==> config.mk <==
export PLATFORM = sky130hd
export DESIGN_NAME = logic_gate_unit_flat
export DESIGN_NICKNAME = d
export VERILOG_FILES = /design/src/rtl/logic_gate_unit_if.sv /design/src/rtl/logic_gate_unit.sv /design/src/flat_wrapper.sv
export SDC_FILE = /design/constraint.sdc
export NUM_CORES = 1
export LEC_CHECK = 0
export ABC_AREA = 1
export BUFFER_PORTS_ARGS = -buffer_cell sky130_fd_sc_hd__buf_2
export CAP_MARGIN = 20
export CORE_UTILIZATION = 35
export DETAILED_ROUTE_END_ITERATION = 12
export GPL_TIMING_DRIVEN = 0
export PLACE_DENSITY = 0.53
export SETUP_SLACK_MARGIN = 0.2
export SLEW_MARGIN = 25
export SYNTH_ARGS = -nofsm -noshare
export SYNTH_HDL_FRONTEND = slang
export SYNTH_SLANG_ARGS = --single-unit
==> constraint.sdc <==
create_clock -name clk -period 2 [get_ports clk]
set_input_delay 0.4 -clock clk [delete_from_list [all_inputs] [get_ports clk]]
set_output_delay 0.4 -clock clk [all_outputs]
set_load 0.005 [all_outputs]
==> src/rtl/logic_gate_unit_if.sv <==
// logic_gate_unit_if: beat-in/result-out stream bundle; out_zero/out_parity exist only with LOGIC_GATE_UNIT_FLAGS_EN
interface logic_gate_unit_if #(
   parameter int WIDTH = 8,
   parameter int CNT_W = 8
);
   logic             in_valid;
   logic             in_ready;
   logic [WIDTH-1:0] a;
   logic [WIDTH-1:0] b;
   logic [2:0]       op;
   logic             in_last;
   logic             out_valid;
   logic             out_ready;
   logic [WIDTH-1:0] Y;
   logic [CNT_W-1:0] out_beats;
`ifdef LOGIC_GATE_UNIT_FLAGS_EN
   logic             out_zero;
   logic             out_parity;
   modport master (
      output in_valid, a, b, op, in_last, out_ready,
      input  in_ready, out_valid, Y, out_beats, out_zero, out_parity
   );
   modport slave (
      input  in_valid, a, b, op, in_last, out_ready,
      output in_ready, out_valid, Y, out_beats, out_zero, out_parity
   );
`else
   modport master (
      output in_valid, a, b, op, in_last, out_ready,
      input  in_ready, out_valid, Y, out_beats
   );
   modport slave (
      input  in_valid, a, b, op, in_last, out_ready,
      output in_ready, out_valid, Y, out_beats
   );
`endif
endinterface

==> src/rtl/logic_gate_unit.sv <==
// logic_gate_unit: registered op-selectable bitwise gate with multi-beat packet reduction; LOGIC_GATE_UNIT_FLAGS_EN adds out_zero/out_parity
module logic_gate_unit #(
   parameter int WIDTH = 8,
   parameter int CNT_W = 8
) (
   input logic clk,
   input logic rst_n,
   logic_gate_unit_if.slave bus
);
   localparam logic [0:0] IDLE = 1'b0;
   localparam logic [0:0] ACC  = 1'b1;
   localparam logic [CNT_W-1:0] CNT_MAX = '1;
   logic [0:0]       state;
   logic [2:0]       pkt_op, eff_op;
   logic [1:0]       fn;
   logic             inv, take;
   logic [WIDTH-1:0] acc, r, acc_n, res, y_q;
   logic [CNT_W-1:0] cnt, cnt_n, beats_q;
   logic             valid_q;
   // fn: 0 AND, 1 OR, 2 XOR, 3 pass a; the open packet keeps the op of its first beat
   always_comb begin
      eff_op = (state == ACC) ? pkt_op : bus.op;
      fn     = (eff_op == 3'd0 || eff_op == 3'd3) ? 2'd0 :
               (eff_op == 3'd1 || eff_op == 3'd4) ? 2'd1 :
               (eff_op == 3'd2 || eff_op == 3'd5) ? 2'd2 : 2'd3;
      inv    = eff_op inside {3'd3, 3'd4, 3'd5, 3'd6};
      r      = (fn == 2'd0) ? (bus.a & bus.b) :
               (fn == 2'd1) ? (bus.a | bus.b) :
               (fn == 2'd2) ? (bus.a ^ bus.b) : bus.a;
      acc_n  = (state == IDLE || fn == 2'd3) ? r :
               (fn == 2'd0) ? (acc & r) :
               (fn == 2'd1) ? (acc | r) : (acc ^ r);
      res    = inv ? ~acc_n : acc_n;
      cnt_n  = (state == IDLE) ? CNT_W'(1) : (cnt == CNT_MAX) ? cnt : cnt + CNT_W'(1);
   end
   assign bus.in_ready  = rst_n & (!valid_q | bus.out_ready);
   assign take          = bus.in_valid & bus.in_ready;
   assign bus.out_valid = valid_q;
   assign bus.Y         = y_q;
   assign bus.out_beats = beats_q;
   always_ff @(posedge clk) begin
      if (!rst_n) begin
         state   <= IDLE;
         pkt_op  <= 3'd0;
         acc     <= '0;
         cnt     <= '0;
         valid_q <= 1'b0;
         y_q     <= '0;
         beats_q <= '0;
      end else begin
         valid_q <= (take & bus.in_last) | (valid_q & !bus.out_ready);
         if (take) begin
            acc    <= acc_n;
            cnt    <= cnt_n;
            pkt_op <= eff_op;
            state  <= bus.in_last ? IDLE : ACC;
            if (bus.in_last) begin
               y_q     <= res;
               beats_q <= cnt_n;
            end
         end
      end
   end
`ifdef LOGIC_GATE_UNIT_FLAGS_EN
   logic zero_q, parity_q;
   assign bus.out_zero   = zero_q;
   assign bus.out_parity = parity_q;
   always_ff @(posedge clk) begin
      if (!rst_n) begin
         zero_q   <= 1'b0;
         parity_q <= 1'b0;
      end else if (take && bus.in_last) begin
         zero_q   <= (res == '0);
         parity_q <= ^res;
      end
   end
`endif
endmodule
==> src/flat_wrapper.sv <==
// flat-port wrapper written by rule: the top's interface ports become plain ports
module logic_gate_unit_flat 
#(
   parameter int WIDTH = 8,
   parameter int CNT_W = 8
)
  (clk, rst_n, bus_in_valid, bus_a, bus_b, bus_op, bus_in_last, bus_out_ready, bus_in_ready, bus_out_valid, bus_Y, bus_out_beats);
  logic_gate_unit_if #(.WIDTH(WIDTH), .CNT_W(CNT_W)) bus_i ();
  input logic clk;
  input logic rst_n;
  input wire logic [$bits(bus_i.in_valid)-1:0] bus_in_valid;
  input wire logic [$bits(bus_i.a)-1:0] bus_a;
  input wire logic [$bits(bus_i.b)-1:0] bus_b;
  input wire logic [$bits(bus_i.op)-1:0] bus_op;
  input wire logic [$bits(bus_i.in_last)-1:0] bus_in_last;
  input wire logic [$bits(bus_i.out_ready)-1:0] bus_out_ready;
  output wire logic [$bits(bus_i.in_ready)-1:0] bus_in_ready;
  output wire logic [$bits(bus_i.out_valid)-1:0] bus_out_valid;
  output wire logic [$bits(bus_i.Y)-1:0] bus_Y;
  output wire logic [$bits(bus_i.out_beats)-1:0] bus_out_beats;
  assign bus_i.in_valid = bus_in_valid;
  assign bus_i.a = bus_a;
  assign bus_i.b = bus_b;
  assign bus_i.op = bus_op;
  assign bus_i.in_last = bus_in_last;
  assign bus_i.out_ready = bus_out_ready;
  assign bus_in_ready = bus_i.in_ready;
  assign bus_out_valid = bus_i.out_valid;
  assign bus_Y = bus_i.Y;
  assign bus_out_beats = bus_i.out_beats;
  logic_gate_unit #(.WIDTH(WIDTH), .CNT_W(CNT_W)) u_core (.clk(clk), .rst_n(rst_n), .bus(bus_i));
endmodule
After elaboration in Yosys (flattened, before gate mapping)
Index checks and enable logic that the tools add are counted.
W data, S select, Z words.

storage, ports and cells
  register bits = 37
  bits in latches = 0
  RAM bits = 0
  ROM bits = 0
  bits of input ports = 24
  output and inout bits = 18
  word-level logic and storage cells = 56
  memories = 0

operators by class
  add/sub/neg operators = 1
  $mul = 0
  divide/modulo/power cells = 0
  order comparisons = 0
  equality and inequality tests = 10
  shift operators = 0
  multiplexer cells = 14
  bitwise logic cells = 14
  reductions and logical operators = 10

operators with widths
  operator               count
  $mux W8                9
  $and A8 B8 Y8          2
  $or A8 B8 Y8           2
  $xor A8 B8 Y8          2
  $eq A3 B3 Y1 const B   3
  $add A8 B1 Y8 const B  1
  $eq A8 B8 Y1 const B   1
  $not A8 Y8             1
  $eq A3 B2 Y1 const B   2
  $and A1 B1 Y1          4
  $eq A2 B2 Y1 const B   2
  $logic_or A1 B1 Y1     4
  $mux W2                2
  $reduce_bool A4 Y1     1
  $eq A3 B1 Y1 const B   1
  $logic_not A3 Y1       1
  $mux W3                1
  $eq A2 B1 Y1 const B   1
  $logic_not A1 Y1       2
  $logic_not A2 Y1       1
  $mux W1                2
  $or A1 B1 Y1           2
  $reduce_and A2 Y1      1
  $not A1 Y1             1

Depth between registers and ports, before layout
Gate-level depths: netlist (run 1).

  depth in word-level cells = 16
  depth in mapped cells = 20
  mapped depth without buffers = 20

Least setup slack after synthesis (run 1)
No wires, ideal clock.

  path kind = register to register
  from = reg u_core.state
  to = reg u_core.y_q[5] (netlist: u_core.bus.Y[5])
  library setup time = 0.113 ns
  arrival time = 2.021 ns
  required time = 1.887 ns
  setup slack = -0.134 ns
  stages on the path, launching flop included = 19
  path buffers = 2
  clock period less this slack = 2.134 ns
  cell sequence = dfxtp_1 -> buf_6 -> nand2_1 -> nand2_2 -> nand2_2 -> nand3_4 -> inv_4 -> buf_6 -> nor2_2 -> nand2_2 -> nand2_1 -> inv_1 -> ha_1 -> nand2_1 -> o21ai_1 -> o21ai_2 -> nand3_1 -> nand3_1 -> nand2_1

on the way
  longest elaborated chain between the ends = 16
  elaborated cells between the ends (all ways) = 32
  classes of those cells = eq/ne: 9; mux: 11; bitwise: 5; reduce/logical: 7

RTL lines
  item                                                  RTL line                                      source
  from (decl)                                           logic_gate_unit.sv:13                         logic [0:0] state;
  from (signal assigned)                                logic_gate_unit.sv:56                         state <= bus.in_last ? IDLE : ACC;
  $mux W3                                               logic_gate_unit.sv:22                         eff_op = (state == ACC) ? pkt_op : bus.op;
  $eq A3 B2 Y1 / $eq A3 B3 Y1 (equally long branches)   logic_gate_unit.sv:25, logic_gate_unit.sv:26
  $logic_or A1 B1 Y1                                    logic_gate_unit.sv:25                         (eff_op == 3'd2 || eff_op == 3'd5) ? 2'd2 : 2'd3;
  $mux W1                                               logic_gate_unit.sv:25
  $mux W2                                               logic_gate_unit.sv:24                         (eff_op == 3'd1 || eff_op == 3'd4) ? 2'd1 :
  $mux W2                                               logic_gate_unit.sv:23                         fn = (eff_op == 3'd0 || eff_op == 3'd3) ? 2'd0 :
  $eq A2 B2 Y1                                          logic_gate_unit.sv:29                         (fn == 2'd2) ? (bus.a ^ bus.b) : bus.a;
  $mux W8                                               logic_gate_unit.sv:29
  $mux W8                                               logic_gate_unit.sv:28                         (fn == 2'd1) ? (bus.a | bus.b) :
  $mux W8                                               logic_gate_unit.sv:27                         r = (fn == 2'd0) ? (bus.a & bus.b) :
  $xor A8 B8 Y8 / $or A8 B8 Y8 (equally long branches)  logic_gate_unit.sv:32                         (fn == 2'd1) ? (acc | r) : (acc ^ r);
  $mux W8                                               logic_gate_unit.sv:32
  $mux W8                                               logic_gate_unit.sv:31                         (fn == 2'd0) ? (acc & r) :
  $mux W8                                               logic_gate_unit.sv:30                         acc_n = (state == IDLE || fn == 2'd3) ? r :
  $not A8 Y8                                            logic_gate_unit.sv:33                         res = inv ? ~acc_n : acc_n;
  $mux W8 *                                             logic_gate_unit.sv:33
  to (signal assigned)                                  logic_gate_unit.sv:58                         y_q <= res;
  to (decl)                                             logic_gate_unit.sv:17                         logic [WIDTH-1:0] acc, r, acc_n, res, y_q;

Mark *: on every way between the ends. The rest lies on a longest branch, timed or not.
A chain may end at the register's enable or synchronous reset.

Worst setup path after layout (run 1)
  from = reg u_core.state
  to = reg u_core.y_q[6] (netlist: u_core.bus.Y[6])

The elaborated chain is that of the path after synthesis.

==> qor.csv, run 1 <==
metric;value;unit
status;complete, but fails checks;
violations;negative setup slack;
root_buffer;clkbuf_8;
min_from;bus_out_ready;
clk_path_buf_depth;2;
cts_tree;yes;
antenna_found_initial;0;
grt_pass1_vias;2760;
port_buffers;41;
place_congestion;0.788;
async_flop_share;0;%
drc;0;
drv.max_cap_violation_count;0;
yosys-top-cells-area;dfxtp_1 25%, ha_1 14%, nand2_1 12%;
routed_wl;7690;um
grt_pass1_wl;12600;um
maxSlewHeadroom;59.0;%
postCtsHoldBufs;0;
cts_buffers;5;
h-tree-depth;2;
ant_nets;0;
ys_types;33;
syn_area;2930;um^2
synth_nets;485;
antenna_cells;0;
synth-seq-area-share;25.3;%
path_class;reg -> reg;
period_share;113;%
yosysTopAreaCellShare;25.3;%
drv_slew;0;
rows;33;
yosysTopAreaCell;dfxtp_1;
whs;0.359;ns
start_kind;flip-flop;
gr-total-overflow;0;
setup_violations;16;
cts.sinks;37;
pre_cts_slack;-0.429;ns
path_clk_slew;0.09;ns
ys_warn_count;0;
arrival;2.45;ns
ys_ff_latch;37;
cp_max_fo;5;
cp-startpoint;u_core.state;
p_leak;1.99;nW
hp-class;in -> reg;
netlist_instances;428;
worstSkewPairLatency;0.29;ns
grt_usage;18.1;%
critPathCaptureType;flip-flop;
crit_required;2.18;ns
fin_ws;-0.269;ns
final_cells;606;
vias;2879;
drive_above_1_share;37.7;%
drt_iter0_drc;76;
io_pins;42;
min_period;2.27;ns
hpwl;5400;um
reg2reg_from;u_core.state;
max_freq;441;MHz
start_util;35.8;%
multi_input_area;2150;um^2
rsz0062_at_grt;true;
synth_ff_type;dfxtp_1;
die_area;8740;um^2
dpl.cell_count;574;
worst-slew-pin-transition;0.611;ns
synth_common_cells;95 x nand2_1, 60 x inv_1, 43 x nand3_1, 37 x dfxtp_1, 37 x nor2_1;
fill_cells;849;
synth-edff-count;0;
die_x;93.5;um
hold_violations;0;
wl_per_cell;12.7;um
first_pass_iters;4;
peakVddDrop;449;uV
core;8180;um^2
synth_most_common_cell;nand2_1;
clock_skew;0.0130;ns
syn_avg_cell_area;6.84;um^2
grt_max_degree;13;
die_h;93.5;um
seq_area;747;um^2
area_growth;34.0;%
vias_per_cell;4.75;
pwr_density_cell;693;nW/um^2
layout.nets;557;
routing by layer:
metal / routed length (um) / vias up / global-route usage [%]
met5: 0 / - / 0
met4: 60 / 0 / 3.46
met3: 241 / 6 / 2.93
met2: 3800 / 46 / 32.4
met1: 3580 / 1334 / 22.8
li1: - / 1493 / -
area by class of cell:
type,instances,share of cell area [%]
Buffer,13,3.22
Clock buffer,6,2.10
Timing Repair Buffer,65,10.0
Clock inverter,2,0.957
Sequential cell,37,19.0
Tap cell,105,3.35
Inverter,64,6.63
Multi-Input combinational cell,314,54.7
critical path: stages, from the launching register on:
cell	delay [ns]
dfxtp_4	0.38
buf_8	0.14
nand2_4	0.06
nand2_4	0.07
nand2_8	0.09
nand3_4	0.13
buf_6	0.16
or2_1	0.23
nand2_2	0.09
inv_2	0.05
ha_4	0.23
nand2_2	0.06
o21ai_2	0.05
o21ai_2	0.17
nand3_2	0.09
nand3_2	0.11
nand2_1	0.05
flip-flops by register name (all words and copies together), names as in the netlist:
signal	flops
u_core.acc	8
u_core.bus.Y	8
u_core.bus.out_beats	8
u_core.bus.out_valid	1
u_core.cnt	8
u_core.pkt_op	3
u_core.state	1
cell usage in the layout (no fill, tap or decap), types with 8 or more instances in the layout:
cell type,netlist,final
nand3_2,5,10
ha_1,33,24
o21ai_0,14,9
ha_4,0,8
a21oi_1,13,13
dfxtp_1,37,34
nor2_1,37,35
buf_4,3,24
nor2_2,9,8
nand3_1,43,38
nand2_2,15,20
inv_1,60,54
o21ai_2,7,14
buf_2,0,41
nand2_1,95,78
o21ai_1,11,9
nand2_4,7,18
cell families (layout without fill, tap and decap cells):
| group | count (synthesis) | after routing | synth area share [%] |
|---|---|---|---|
| buffers and inverters | 77 | 150 | 11.7 |
| adder cells (fa/ha/maj) | 33 | 33 | 14.1 |
| flip-flops | 37 | 37 | 25.3 |
| XOR/XNOR | 4 | 4 | 1.45 |
| AO/OA/AOI/OAI | 54 | 54 | 10.6 |
| multiplexers | 1 | 1 | 0.342 |
| AND/OR/NAND/NOR | 222 | 222 | 36.5 |
final timing paths:
| check | endpoint | slack (ns) | cells after the start |
|---|---|---|---|
| worst max-delay path | u_core.bus.Y[6] | -0.27 | 16 |
| worst min-delay path | u_core.bus.out_valid | 0.36 | 4 |
| worst max register to register | u_core.bus.Y[6] | -0.27 | 16 |
| worst min register to register | u_core.bus.out_beats[4] | 0.45 | 2 |
repair_timing:
item                                    in CTS  in global routing
resized for setup                           28                 57
pin swaps                                   42                 52
buffers inserted                            16                  8
endpoints found under the hold margin        0                  0
endpoints found under the setup margin      18                 34
gates cloned                                 0                  0
metrics by stage:
step / power (W) / area, um^2 / util (%) / TNS [ns]
after floorplan: 0.00149 / 2960 / - / -0.790
after global placement: 0.00169 / 3300 / 40.3 / -5.42
after detailed placement: 0.00171 / 3300 / 40.3 / -6.06
after CTS: 0.00255 / 3640 / 44.6 / -3.64
after global routing: 0.00291 / 3920 / 48.0 / -5.98
final: 0.00272 / 3920 / 48.0 / -3.23
power breakdown:
| group | internal, W | leakage, nW | switching (W) |
|---|---|---|---|
| Clock | 0.000406 | 0.0574 | 0.000298 |
| Sequential | 0.000796 | 0.305 | 0.0000424 |
| Combinational | 0.000511 | 1.62 | 0.000664 |
Power figures use the tool's default switching activity.
==> run 2, diff against run 1 <==
Settings changed: PLACE_DENSITY 0.53 to not set, PLACE_DENSITY_LB_ADDON set to 0.3, SETUP_SLACK_MARGIN 0.2 to 0.4.
==> run 2 against run 1 <==
The run still ends with negative setup slack left; design area increased by 7.1%; worst setup slack got worse by 0.094 ns; hold slack improved by 0.0039 ns.
==> qor.csv, run 2 (synthesized netlist as in run 1, its figures left out) <==
metric;value;unit;change
crit_top_cell;nand2_4;;
placed_area;3300;um^2;unchanged
hold_violations;0;;unchanged
maxSlewHeadroom;55.1;%;-3.9 points
rsz0062_at_grt;true;;
period_share;118;%;+4.7 points
final_cells;625;;+3.1%
setup_tns;-4.17;ns;-0.941 ns
port_buffers;41;;unchanged
slowest_delay;0.40;ns;+0.02 ns
routed_wl;8090;um;+5.3%
path_class;reg -> reg;;
pwr_density_cell;670;nW/um^2;-3.2%
ant_nets;0;;unchanged
root_buffer;clkbuf_8;;
clk_path_buf_depth;2;;unchanged
worstSkewPairLatency;0.30;ns;about the same
final_cell_mix;75 x nand2_1, 55 x inv_1, 41 x buf_2;;
design_area;4200;um^2;+7.1%
core;8180;um^2;unchanged
cts_buffers;5;;unchanged
die_area;8740;um^2;unchanged
rows;33;;unchanged
violations;negative setup slack;;
first_pass_iters;4;;unchanged
dpl.cell_count;574;;unchanged
grt_pass1_wl;13100;um;+4.1%
area_growth;43.5;%;
start_util;35.8;%;unchanged
worst-slew-pin-transition;0.669;ns;+0.0579 ns
start_kind;flip-flop;;
drc;0;;unchanged
slowest_stage;dfxtp_4;;
wl_per_cell;12.9;um;+2.1%
cts.sinks;37;;unchanged
vias;3003;;+4.3%
clock_skew;0.00690;ns;-0.00610 ns
drt_iter0_drc;129;;+70%
hpwl;5280;um;-2.2%
path_delay_family;simple AND/OR/NAND/NOR gates;;
place_congestion;0.848;;+7.5%
drv.max_cap_violation_count;0;;unchanged
grt_max_degree;14;;+1
drive_above_1_share;41.5;%;+3.8 points
cp_max_fo;5;;unchanged
drv_slew;0;;unchanged
critPathBufInv;3;;unchanged
gr-total-overflow;0;;unchanged
grt_usage;19.1;%;+0.98 points
die_h;93.5;um;unchanged
arrival;2.57;ns;+0.12 ns
die_x;93.5;um;unchanged
max_freq;423;MHz;-4.0%
hp-class;in -> reg;;
min_period;2.36;ns;+0.0935 ns
status;complete, but fails checks;;
vias_per_cell;4.80;;+1.1%
peakVddDrop;293;uV;-35%
crit_required;2.21;ns;+0.03 ns
layout.nets;576;;+3.4%
critPathCaptureType;flip-flop;;
path_clk_slew;0.09;ns;about the same
io_pins;42;;unchanged
postCtsHoldBufs;0;;unchanged
p_leak;2.13;nW;+7.3%
fin_ws;-0.362;ns;-0.0935 ns
h-tree-depth;2;;unchanged
cts_tree;yes;;
path_cells;buf_8, nand2_4, nand2_4, nand2_4, nand2_4, nand2_8, buf_12, buf_4, nor2_4, nor2_1, nand2_1, nand2_2, ha_4, nand2_2, o21ai_2, o21ai_2, nand3_1, nand3_1, nand2_1;;
grt_pass1_vias;2887;;+4.6%
final_common_cell;nand2_1;;
antenna_cells;0;;unchanged
setup_violations;16;;unchanged
antenna_found_initial;0;;unchanged
run 2: layout make-up:
type,count,area [um^2]
fillers,802,3970
repair buffers,84,594
clock inverters,3,46.3
flip-flops and latches,37,754
clock buffers,5,68.8
well taps,105,131
plain buffers,13,133
multi-input cells,314,2220
inverters,64,258
run 2: per-layer routing:
metal / vias up / part of all wire, % / GRT usage [%]
met1: 1377 / 42 / 22.2
met3: 14 / 3.6 / 2.76
met5: - / 0 / 0
met2: 69 / 52 / 35.7
met4: 0 / 2.0 / 5.51
li1: 1543 / - / -
run 2: per-stage QoR:
| stage | hold slack, ns | power [W] | worst slack (ns) | util, % |
|---|---|---|---|---|
| floorplan | 0.443 | 0.00149 | -0.106 | - |
| finish | 0.363 | 0.00282 | -0.362 | 51.4 |
| CTS | 0.350 | 0.00268 | -0.292 | 47.8 |
| global route | 0.373 | 0.00300 | -0.486 | 51.4 |
| global placement | 0.440 | 0.00168 | -0.395 | 40.3 |
| detailed placement | 0.445 | 0.00170 | -0.416 | 40.3 |
run 2: what timing repair did:
| item | CTS | global route |
|---|---|---|
| cloned | 1 | 0 |
| resized for setup | 62 | 50 |
| hold endpoints to repair | 0 | 0 |
| buffers inserted | 28 | 14 |
| setup endpoints to repair | 34 | 26 |
| pin swaps | 48 | 43 |
run 2: path summary, 6_finish.rpt:
check	cells after the start	from	slack, ns	end
worst max-delay path	19	u_core.state	-0.36	u_core.bus.Y[0]
worst min-delay path	4	bus_out_ready	0.36	u_core.bus.out_valid
worst max register to register	19	u_core.state	-0.36	u_core.bus.Y[0]
worst min register to register	2	u_core.bus.Y[6]	0.45	u_core.bus.Y[6]
run 2: tightest hold or removal path, delay by kind of cell:
kind / cells / cell delay (ns)
buffers and inverters: 2 / 0.11
and+or+nand+nor: 2 / 0.11
run 2: report_power, final:
part | internal, W | switching, W | total [W] | leakage (nW)
Sequential | 0.000795 | 0.0000426 | 0.000838 | 0.307
Combinational | 0.000602 | 0.000692 | 0.00129 | 1.77
Clock | 0.000374 | 0.000311 | 0.000685 | 0.0543
